--- src/rtl/wave_shaper_pkg.sv ---
`default_nettype none
// ============================================================================
// Module   : wave_shaper_pkg
// Brief    : Shared state encodings, mode constants and saturating helpers
// Revision : 1.0 - initial release
// ============================================================================
package wave_shaper_pkg;

    typedef logic [1:0] state_t;

    localparam state_t ST_WARMUP  = 2'd0;
    localparam state_t ST_MEASURE = 2'd1;
    localparam state_t ST_COMMIT  = 2'd2;
    localparam state_t ST_LOCKED  = 2'd3;

    localparam logic MODE_TRI = 1'b0;
    localparam logic MODE_SQR = 1'b1;

    function automatic logic [31:0] sat_add(input logic [31:0] a,
                                            input logic [31:0] b,
                                            input logic [31:0] max_v);
        logic [32:0] sum;
        sum = {1'b0, a} + {1'b0, b};
        return (sum > {1'b0, max_v}) ? max_v : sum[31:0];
    endfunction

    function automatic logic [31:0] sat_sub(input logic [31:0] a,
                                            input logic [31:0] b);
        return (a < b) ? 32'd0 : (a - b);
    endfunction

endpackage
`default_nettype wire

--- src/rtl/wave_shaper_cal_if.sv ---
`default_nettype none
// ============================================================================
// Module   : wave_shaper_cal_if
// Brief    : Sample stream, control and status bundle for wave_shaper_cal
// Revision : 1.0 - initial release
// ============================================================================
interface wave_shaper_cal_if #(
    parameter int DATA_W = 10,
    parameter int OUT_W  = 10,
    parameter int STEP_W = 4
) ();
    logic              in_valid;
    logic [DATA_W-1:0] in_data;
    logic              mode;
    logic [STEP_W-1:0] step;
    logic              recal;
    logic              out_valid;
    logic [OUT_W-1:0]  out_data;
    logic [DATA_W-1:0] threshold;
    logic              locked;
    logic              cal_fail;

    modport master (
        output in_valid, in_data, mode, step, recal,
        input  out_valid, out_data, threshold, locked, cal_fail
    );

    modport slave (
        input  in_valid, in_data, mode, step, recal,
        output out_valid, out_data, threshold, locked, cal_fail
    );
endinterface
`default_nettype wire

--- src/rtl/wave_extremum_tracker.sv ---
`default_nettype none
// ============================================================================
// Module   : wave_extremum_tracker
// Brief    : 3-sample window peak/trough detector with max/min accumulators
// Revision : 1.0 - initial release
// ============================================================================
module wave_extremum_tracker #(
    parameter int DATA_W = 10
) (
    input  wire logic              clk,
    input  wire logic              rst,
    input  wire logic              i_valid,
    input  wire logic [DATA_W-1:0] i_data,
    input  wire logic              i_clear,
    input  wire logic              i_acc_en,
    output logic      [DATA_W-1:0] o_max,
    output logic      [DATA_W-1:0] o_min,
    output logic                   o_peak_seen,
    output logic                   o_trough_seen
);
    // The incoming sample acts as s0, so the window ending on it is judged in the same cycle.
    logic [DATA_W-1:0] r_s1;
    logic [DATA_W-1:0] r_s2;
    logic [1:0]        r_fill;
    logic [DATA_W-1:0] r_max;
    logic [DATA_W-1:0] r_min;
    logic              r_peak_seen;
    logic              r_trough_seen;

    logic w_full;
    logic w_peak;
    logic w_trough;

    assign w_full   = (r_fill == 2'd2);
    assign w_peak   = w_full && (r_s1 > i_data) && (r_s1 >= r_s2);
    assign w_trough = w_full && (r_s1 < i_data) && (r_s1 <= r_s2);

    always_ff @(posedge clk or posedge rst) begin
        if (rst) begin
            r_s1          <= '0;
            r_s2          <= '0;
            r_fill        <= 2'd0;
            r_max         <= '0;
            r_min         <= '0;
            r_peak_seen   <= 1'b0;
            r_trough_seen <= 1'b0;
        end else begin
            if (i_valid) begin
                r_s1 <= i_data;
                r_s2 <= r_s1;
            end
            if (i_clear) begin
                r_fill        <= 2'd0;
                r_max         <= '0;
                r_min         <= '1;
                r_peak_seen   <= 1'b0;
                r_trough_seen <= 1'b0;
            end else if (i_valid) begin
                if (!w_full) begin
                    r_fill <= r_fill + 2'd1;
                end
                if (i_acc_en && w_peak) begin
                    r_peak_seen <= 1'b1;
                    if (r_s1 > r_max) begin
                        r_max <= r_s1;
                    end
                end
                if (i_acc_en && w_trough) begin
                    r_trough_seen <= 1'b1;
                    if (r_s1 < r_min) begin
                        r_min <= r_s1;
                    end
                end
            end
        end
    end

    assign o_max         = r_max;
    assign o_min         = r_min;
    assign o_peak_seen   = r_peak_seen;
    assign o_trough_seen = r_trough_seen;

endmodule
`default_nettype wire

--- src/rtl/wave_shaper_cal.sv ---
`default_nettype none
// ============================================================================
// Module   : wave_shaper_cal
// Brief    : Self-calibrating triangle/square shaper locked to input crossings
// Revision : 1.0 - initial release
// ============================================================================
module wave_shaper_cal
    import wave_shaper_pkg::*;
#(
    parameter int DATA_W    = 10,
    parameter int OUT_W     = 10,
    parameter int STEP_W    = 4,
    parameter int WARMUP    = 16,
    parameter int CAL_LEN   = 512,
    parameter int RECAL_PER = 0
) (
    input  wire logic        clk,
    input  wire logic        sys_rst,
    wave_shaper_cal_if.slave bus
);
    localparam int CNT_MAX0 = (WARMUP > CAL_LEN) ? WARMUP : CAL_LEN;
    localparam int CNT_MAX  = (RECAL_PER > CNT_MAX0) ? RECAL_PER : CNT_MAX0;
    localparam int CNT_W    = $clog2(CNT_MAX + 1);

    localparam logic [CNT_W-1:0] c_WU_LAST  = CNT_W'((WARMUP > 0) ? WARMUP - 1 : 0);
    localparam logic [CNT_W-1:0] c_CAL_LAST = CNT_W'(CAL_LEN - 1);
    localparam logic [CNT_W-1:0] c_RP_LAST  = CNT_W'((RECAL_PER > 0) ? RECAL_PER - 1 : 0);
    localparam logic [31:0]      c_OUT_MAX  = 32'((64'd1 << OUT_W) - 64'd1);

    state_t            r_state;
    logic [CNT_W-1:0]  r_cnt;
    logic [DATA_W-1:0] r_thr;
    logic              r_locked;
    logic              r_cal_fail;
    logic [OUT_W-1:0]  r_acc;
    logic [OUT_W-1:0]  r_out;
    logic              r_out_valid;

    logic              w_wu_done;
    logic              w_win_done;
    logic              w_recal_due;
    logic              w_relaunch;
    logic              w_clear;
    logic              w_acc_en;
    logic [DATA_W-1:0] w_max;
    logic [DATA_W-1:0] w_min;
    logic              w_peak_seen;
    logic              w_trough_seen;
    logic [DATA_W:0]   w_sum;
    logic              w_cal_ok;
    logic              w_above;
    logic [OUT_W-1:0]  w_acc_next;

    assign w_wu_done   = (r_state == ST_WARMUP) && bus.in_valid && (r_cnt == c_WU_LAST);
    assign w_win_done  = (r_state == ST_MEASURE) && !bus.recal && bus.in_valid
                         && (r_cnt == c_CAL_LAST);
    assign w_recal_due = (RECAL_PER != 0) && bus.in_valid && (r_cnt == c_RP_LAST);
    assign w_relaunch  = (r_state == ST_LOCKED) && (bus.recal || w_recal_due);
    assign w_clear     = w_wu_done || ((r_state == ST_MEASURE) && bus.recal) || w_relaunch;
    assign w_acc_en    = (r_state == ST_MEASURE) && !bus.recal;

    wave_extremum_tracker #(
        .DATA_W (DATA_W)
    ) u_tracker (
        .clk           (clk),
        .rst           (sys_rst),
        .i_valid       (bus.in_valid),
        .i_data        (bus.in_data),
        .i_clear       (w_clear),
        .i_acc_en      (w_acc_en),
        .o_max         (w_max),
        .o_min         (w_min),
        .o_peak_seen   (w_peak_seen),
        .o_trough_seen (w_trough_seen)
    );

    always_ff @(posedge clk or posedge sys_rst) begin
        if (sys_rst) begin
            r_state <= ST_WARMUP;
            r_cnt   <= '0;
        end else begin
            case (r_state)
                ST_WARMUP: begin
                    if (bus.in_valid) begin
                        if (w_wu_done) begin
                            r_state <= ST_MEASURE;
                            r_cnt   <= '0;
                        end else begin
                            r_cnt <= r_cnt + 1'b1;
                        end
                    end
                end
                ST_MEASURE: begin
                    if (bus.recal) begin
                        r_cnt <= '0;
                    end else if (bus.in_valid) begin
                        if (w_win_done) begin
                            r_state <= ST_COMMIT;
                            r_cnt   <= '0;
                        end else begin
                            r_cnt <= r_cnt + 1'b1;
                        end
                    end
                end
                ST_COMMIT: begin
                    r_state <= ST_LOCKED;
                    r_cnt   <= '0;
                end
                ST_LOCKED: begin
                    if (w_relaunch) begin
                        r_state <= ST_MEASURE;
                        r_cnt   <= '0;
                    end else if (bus.in_valid && (RECAL_PER != 0)) begin
                        r_cnt <= r_cnt + 1'b1;
                    end
                end
                default: begin
                    r_state <= ST_WARMUP;
                    r_cnt   <= '0;
                end
            endcase
        end
    end

    // Midpoint needs one extra bit so max+min cannot overflow before the halving.
    assign w_sum    = {1'b0, w_max} + {1'b0, w_min};
    assign w_cal_ok = w_peak_seen && w_trough_seen && (w_max >= w_min);

    always_ff @(posedge clk or posedge sys_rst) begin
        if (sys_rst) begin
            r_thr      <= '0;
            r_locked   <= 1'b0;
            r_cal_fail <= 1'b0;
        end else if (r_state == ST_COMMIT) begin
            if (w_cal_ok) begin
                r_thr      <= DATA_W'(w_sum >> 1);
                r_locked   <= 1'b1;
                r_cal_fail <= 1'b0;
            end else begin
                r_cal_fail <= 1'b1;
            end
        end
    end

    assign w_above    = (bus.in_data >= r_thr);
    assign w_acc_next = w_above ? OUT_W'(sat_add(32'(r_acc), 32'(bus.step), c_OUT_MAX))
                                : OUT_W'(sat_sub(32'(r_acc), 32'(bus.step)));

    always_ff @(posedge clk or posedge sys_rst) begin
        if (sys_rst) begin
            r_acc       <= '0;
            r_out       <= '0;
            r_out_valid <= 1'b0;
        end else begin
            r_out_valid <= bus.in_valid && r_locked;
            if (bus.in_valid && r_locked) begin
                r_acc <= w_acc_next;
                r_out <= (bus.mode == MODE_SQR) ? {OUT_W{w_above}} : w_acc_next;
            end
        end
    end

    assign bus.out_valid = r_out_valid;
    assign bus.out_data  = r_out;
    assign bus.threshold = r_thr;
    assign bus.locked    = r_locked;
    assign bus.cal_fail  = r_cal_fail;

endmodule
`default_nettype wire

--- src/flat_wrapper.sv ---
// flat-port wrapper written by rule: the top's interface ports become plain ports
module wave_shaper_cal_flat import wave_shaper_pkg::*;
#(
    parameter int DATA_W    = 10,
    parameter int OUT_W     = 10,
    parameter int STEP_W    = 4,
    parameter int WARMUP    = 16,
    parameter int CAL_LEN   = 512,
    parameter int RECAL_PER = 0
)
  (clk, sys_rst, bus_in_valid, bus_in_data, bus_mode, bus_step, bus_recal, bus_out_valid, bus_out_data, bus_threshold, bus_locked, bus_cal_fail);
  wave_shaper_cal_if #(.DATA_W(DATA_W), .OUT_W(OUT_W), .STEP_W(STEP_W)) bus_i ();
  input  wire logic clk;
  input  wire logic sys_rst;
  input wire logic [$bits(bus_i.in_valid)-1:0] bus_in_valid;
  input wire logic [$bits(bus_i.in_data)-1:0] bus_in_data;
  input wire logic [$bits(bus_i.mode)-1:0] bus_mode;
  input wire logic [$bits(bus_i.step)-1:0] bus_step;
  input wire logic [$bits(bus_i.recal)-1:0] bus_recal;
  output wire logic [$bits(bus_i.out_valid)-1:0] bus_out_valid;
  output wire logic [$bits(bus_i.out_data)-1:0] bus_out_data;
  output wire logic [$bits(bus_i.threshold)-1:0] bus_threshold;
  output wire logic [$bits(bus_i.locked)-1:0] bus_locked;
  output wire logic [$bits(bus_i.cal_fail)-1:0] bus_cal_fail;
  assign bus_i.in_valid = bus_in_valid;
  assign bus_i.in_data = bus_in_data;
  assign bus_i.mode = bus_mode;
  assign bus_i.step = bus_step;
  assign bus_i.recal = bus_recal;
  assign bus_out_valid = bus_i.out_valid;
  assign bus_out_data = bus_i.out_data;
  assign bus_threshold = bus_i.threshold;
  assign bus_locked = bus_i.locked;
  assign bus_cal_fail = bus_i.cal_fail;
  wave_shaper_cal #(.DATA_W(DATA_W), .OUT_W(OUT_W), .STEP_W(STEP_W), .WARMUP(WARMUP), .CAL_LEN(CAL_LEN), .RECAL_PER(RECAL_PER)) u_core (.clk(clk), .sys_rst(sys_rst), .bus(bus_i));
endmodule
--- config.mk ---
export PLATFORM = sky130hd
export DESIGN_NAME = wave_shaper_cal_flat
export DESIGN_NICKNAME = d
export VERILOG_FILES = /design/src/rtl/wave_shaper_pkg.sv /design/src/rtl/wave_shaper_cal_if.sv /design/src/rtl/wave_extremum_tracker.sv /design/src/rtl/wave_shaper_cal.sv /design/src/flat_wrapper.sv
export SDC_FILE = /design/constraint.sdc
export NUM_CORES = 1
export LEC_CHECK = 0
export ABC_AREA = 1
export CAP_MARGIN = 10
export CORE_UTILIZATION = 53
export CTS_CLUSTER_SIZE = 40
export DETAILED_ROUTE_END_ITERATION = 8
export GPL_ROUTABILITY_DRIVEN = 0
export PLACE_DENSITY = 0.83
export RECOVER_POWER = 100
export SKIP_LAST_GASP = 1
export SYNTH_ARGS = -nofsm -noshare
export SYNTH_HDL_FRONTEND = slang
export SYNTH_SLANG_ARGS = --single-unit
--- constraint.sdc ---
create_clock -name clk -period 2.4 [get_ports clk]
set_input_delay 0.24 -clock clk [delete_from_list [all_inputs] [get_ports clk]]
set_output_delay 0.24 -clock clk [all_outputs]
set_load 0.005 [all_outputs]
==> results.yml <==
outcome:
  status: "finished clean"
detailed_routing:
  ant_nets: 0
  drt_first_pass_iters: 5
  drc: 0
  routedWlPerCell_um: 14.3
  drtIter0Drc: 479
  drt_wl_total_um: 15900
  vias_per_cell: 5.34
  vias: 5975
synth:
  ys_top_cells_by_count: "nand2_1, inv_1, dfrtp_1"
  yosysTopAreaCell: "dfrtp_1"
  synth-seq-area-share_pct: 33.8
  ys.flop_type: "dfrtp_1"
  async_flop_share_pct: 100
  synth.most_common_cell: "nand2_1"
  synth_top_area_share_pct: 33.8
  synth-warning-count: 0
  ys_ff_latch: 89
  syn-instance-count: 892
  syn_area_um2: 6600
  ys_types: 39
  synth-edff-count: 0
  syn_nets: 999
  avgSynthCellArea_um2: 7.39
  ys_top_cells_by_area: "dfrtp_1, ha_1, nand2_1"
timing:
  finalCriticalPeriod_ns: 2.21
  setup_viol: 0
  rsz0062_at_grt: "no"
  finClkSkew_ns: 0.0120
  fin_ws_ns: 0.191
  finalSetupTns_ns: 0
  finalMaxSlewViolations: 0
  max_slew_margin_pct: 28.8
  whs_ns: 0.501
  fmax_ghz: 0.453
  finalHoldViolations: 0
  timing.final.crit_share_pct: 92.0
  tightest_slew_ns: 1.07
worst_setup_path:
  endpoint_kind: "flop"
  cp-startpoint: "u_core.u_tracker.o_max[0]"
  timing.rr.start: "u_core.u_tracker.o_max[0]"
  cp-start-kind: "flop"
  crit_type: "flop to flop"
  worstRegToRegCells: 10
  required_ns: 2.61
  cp_max_fo: 4
  cp.arrival_ns: 2.42
layout:
  layout-drive-gt1-share_pct: 5.16
  syn_to_final_growth_pct: 15.2
  n_antenna_cell: 0
  fin_cells: 1118
  layout.nets: 1053
placement:
  io_buffers: 41
  place_ws_ns: -0.0110
  dpl.cell_count: 1103
  place_hpwl_um: 11800
global_route:
  grt-ovfl-total: 0
  grt_pass1_wl_um: 26400
  antenna_found_initial: 0
  grt_max_degree: 49
  grt_pass1_vias: 5555
  track_usage_pct: 26.4
power_and_ir_drop:
  power.total_w: 0.00519
  ir_drop_mv: 0.347
  p_leak_nw: 4.07
  powerDensity_nw_per_um2: 684
floorplan:
  num_rows: 40
  die_h_um: 114
  dieArea_um2: 12900
  die_x_um: 114
  initial_core_util_pct: 54.7
  io_pins: 42
  core_area_um2: 12100
clock_network:
  cts_tree: "built"
  ctsLongestPathBuffers: 2
  clock-sinks: 89
  cts_root_buf: "clkbuf_16"
  clk_pin_slew_worst_paths_ns: 0.06
  ctsHoldBuffers: 0
  postCtsSetupRepairBufs: 0
  cts_buffers: 9
  cts-resized-gates: 0
  clk_latency_ns: 0.36
  htreeDepth: 3
hold_path:
  whs_path_depth: 2
  min-delay-path-class: "flop to flop"
  hp-start: "u_core.u_tracker.r_s2[0]"
job:
  cap_viol_max_count: 0
-- cell families (layout without fill, tap and decap cells) --
group	after synthesis	in the layout	synth area share, %
buf+inv	161	219	9.41
simple gates	413	413	27.5
flops	89	89	33.8
compound gates	129	129	10.7
fa+ha+maj	88	88	17.0
xor+xnor	12	12	1.59
-- cell type report --
class / instances / area (um^2)
Clock buffer: 13 / 270
Clock inverter: 2 / 60.1
Fill cell: 1039 / 4470
Inverter: 142 / 534
Multi-Input combinational cell: 642 / 3740
Sequential cell: 89 / 2230
Tap cell: 168 / 210
Timing Repair Buffer: 62 / 556
-- cells in the final DEF (no fill, tap or decap), types with 2 or more instances in the layout --
cell and instances:
a21o_1 3, a21oi_1 43, a31oi_1 4, buf_4 14, bufinv_16 2, clkbuf_1 4
clkbuf_16 9, clkbuf_2 2, clkbuf_8 3, clkdlybuf4s50_1 16, dfrtp_1 89, dlygate4sd3_1 25
fa_1 3, ha_1 85, inv_1 138, inv_2 2, nand2_1 208, nand2_2 2
nand3_1 83, nand3b_1 3, nand4_1 23, nor2_1 71, nor2_4 2, nor3_1 8
nor3_2 2, nor3b_1 2, o211ai_1 4, o21a_1 5, o21ai_0 65, o21bai_1 2
or2_2 4, xor2_1 11
-- critical path, cell delays in order, from the launching register on --
cell and delay [ns]:
dfrtp_1 0.45, ha_1 0.26, inv_1 0.08, fa_1 0.46, o21ai_0 0.20, nand2_1 0.07, nand2_1 0.12, nand4_1 0.10
nand2_1 0.09, xor2_1 0.14, o21ai_0 0.08
-- power by group --
part | switching [W] | leakage, nW | total [W] | internal [W]
Sequential | 0.000179 | 1.14 | 0.00186 | 0.00168
Combinational | 0.00115 | 2.77 | 0.00178 | 0.000625
Clock | 0.000571 | 0.162 | 0.00156 | 0.000992
-- routing by layer --
metal  up-vias  GRT usage, %  part of all wire (%)
met5         -             0                     0
met4         0          8.77                   2.1
met3        30          6.48                   6.5
met2       209          41.9                    46
met1      2724          35.2                    45
li1       3012             -                     -
-- flip-flops by register name, summed over array words and instances, names as in the netlist, 2 cells and up --
register	count
u_core.u_tracker.r_s2	10
u_core.u_tracker.o_min	10
u_core.r_state	2
u_core.r_acc	10
u_core.u_tracker.r_s1	10
u_core.u_tracker.o_max	10
u_core.bus.out_data	10
u_core.bus.threshold	10
u_core.r_cnt	10
u_core.u_tracker.r_fill	2
-- stage by stage --
step                area [um^2]  utilization, %
finish                     7590            63.0
CTS                        7640            63.4
floorplan                  6600               -
global route               7590            63.0
detailed placement         7310            60.6
global placement           7310            60.6
-- worst paths after layout --
kind,end,slack (ns)
setup / recovery,u_core.bus.threshold[7],0.19
hold / removal,u_core.u_tracker.r_s2[0],0.50
setup reg to reg,u_core.bus.threshold[7],0.19
hold reg to reg,u_core.u_tracker.r_s2[0],0.50
max in group asynchronous,u_core.bus.threshold[3],0.45
min in group asynchronous,u_core.r_acc[0],0.52
(Power assumes the default switching activity.)
==> RTL edit (config.mk and constraints unchanged) <==
`OUT_W` is set to 10 in 3 places; all go to 9.
--- a/src/rtl/wave_shaper_cal_if.sv
+++ b/src/rtl/wave_shaper_cal_if.sv
@@ -6,7 +6,7 @@
 // ============================================================================
 interface wave_shaper_cal_if #(
     parameter int DATA_W = 10,
-    parameter int OUT_W  = 10,
+    parameter int OUT_W  = 9,
     parameter int STEP_W = 4
 ) ();
     logic              in_valid;
--- a/src/rtl/wave_shaper_cal.sv
+++ b/src/rtl/wave_shaper_cal.sv
@@ -8,7 +8,7 @@
     import wave_shaper_pkg::*;
 #(
     parameter int DATA_W    = 10,
-    parameter int OUT_W     = 10,
+    parameter int OUT_W     = 9,
     parameter int STEP_W    = 4,
     parameter int WARMUP    = 16,
     parameter int CAL_LEN   = 512,
--- a/src/flat_wrapper.sv
+++ b/src/flat_wrapper.sv
@@ -2,7 +2,7 @@
 module wave_shaper_cal_flat import wave_shaper_pkg::*;
 #(
     parameter int DATA_W    = 10,
-    parameter int OUT_W     = 10,
+    parameter int OUT_W     = 9,
     parameter int STEP_W    = 4,
     parameter int WARMUP    = 16,
     parameter int CAL_LEN   = 512,
Ports: changed (resized bus_out_data); port bits go from 42 to 41. The function was not compared with the original's and may differ.
==> RTL edit against the unedited design <==
- register-to-register slack improved by 0.08 ns
- wire length shrank 4.5%
- sequential cell count fell by 2
- worst setup slack improved by 0.061 ns
- worst hold slack got worse by 0.076 ns
- die area rose by 1.2%
- area after synthesis increased by 1.2%
- total power fell by 4.5%
- cell area down 0.68%
==> RTL edit: results (changes against the unedited design) <==
routed length on met2 7020 um (-4.2%); worst vdd ir 0.489 mV (+41%); slowest CP cell dlygate4sd3_1; Metal-1 WL 7100 um (-2.1%); via count 5885 (-1.5%); Avg WL per Cell 13.5 um (-5.4%); met2 GRT Util 0.411 (-0.00819); Mapped Cells 915 (+2.6%); largest delay contributor family on the critical path buffers and inverters; relative slew slack 0.301 (+0.0132); Syn Nets 1022 (+2.3%); Crit path largest cell delay 0.63 ns (+0.17 ns); vias in the first global route 5457 (-1.8%); first-pass GRT wire length 26200 um (-1.1%); crit-path max FO 40 (+36); Worst Hold Class in2async; largest net degree at the start of global routing 43 (-12%); synth unique cells 40 (+2.6%); starting DRC count in detailed routing 520 (+8.6%); pre-CTS setup slack 0.0285 ns (+0.0394 ns); Synth area leaders dfrtp_1 33%, nand2_1 16%, ha_1 16%; leakage 0.00419 uW (+2.9%); Seq/Total Area, Yosys 0.326 (-0.0114); outcome completed; GR Util met1 0.348 (-0.00451); I/O Buffers 40 (-2.4%); DP HPWL 11600 um (-1.1%); global routing met3 resource utilization 0.0508 (-0.0140); GRT Resource Usage Total 0.255 (-0.00824); fraction of layout cells with a size suffix above 1 0.0468 (-0.00475); met3 WL post-DR 843 um (-18%); WL final 15200 um (-4.5%); placed instance area 7270 um2 (-0.62%)
RTL edit: cell count changes in the layout (fill, tap and decap cells not counted), sizes merged, moves of 4 or more:
| cell | unedited run | this run |
|---|---|---|
| nand2 | 210 | 287 |
| o21ai | 65 | 45 |
| nand3 | 84 | 65 |
| nor2 | 74 | 60 |
| a21oi | 44 | 34 |
| mux2i | 0 | 8 |
| buf | 15 | 8 |
| clkbuf | 19 | 14 |
| a31oi | 4 | 0 |
| inv | 140 | 144 |
| xor2 | 11 | 15 |
RTL edit: cell families (layout without fill, tap and decap cells):
group                      after synthesis  count (layout)  synth area share
and+or+nand+nor                        455             455             0.293
buffers and inverters                  170             216             0.102
AOI/OAI and AO/OA                       89              89            0.0741
adders and majority gates               88              88             0.168
DFF                                     87              87             0.326
xor gates and xnor gates                18              18            0.0236
muxes                                    8               8            0.0120
RTL edit: report_power, final:
part	internal, uW	switching, uW	leakage (uW)
Clock	913	612	0.000152
Combinational	573	1060	0.00290
Sequential	1630	175	0.00114
RTL edit: cell type report:
class	count	area [um2]
clock buffers	9	225
clock inverters	7	97.6
fillers	1045	4620
inverters	147	554
multi-input cells	658	3790
flip-flops and latches	87	2180
well taps	168	210
repair buffers	53	485
RTL edit: worst paths after layout:
check	slack, ns	start	endpoint
max	0.25	bus_in_valid	u_core.u_tracker.o_trough_seen
min	0.43	sys_rst	u_core.r_acc[0]
max reg2reg	0.27	u_core.u_tracker.r_s1[5]	u_core.u_tracker.o_min[6]
min reg2reg	0.49	u_core.bus.out_data[6]	u_core.bus.out_data[6]
max in group asynchronous	0.53	sys_rst	u_core.bus.threshold[3]
min in group clk	0.49	u_core.bus.out_data[6]	u_core.bus.out_data[6]
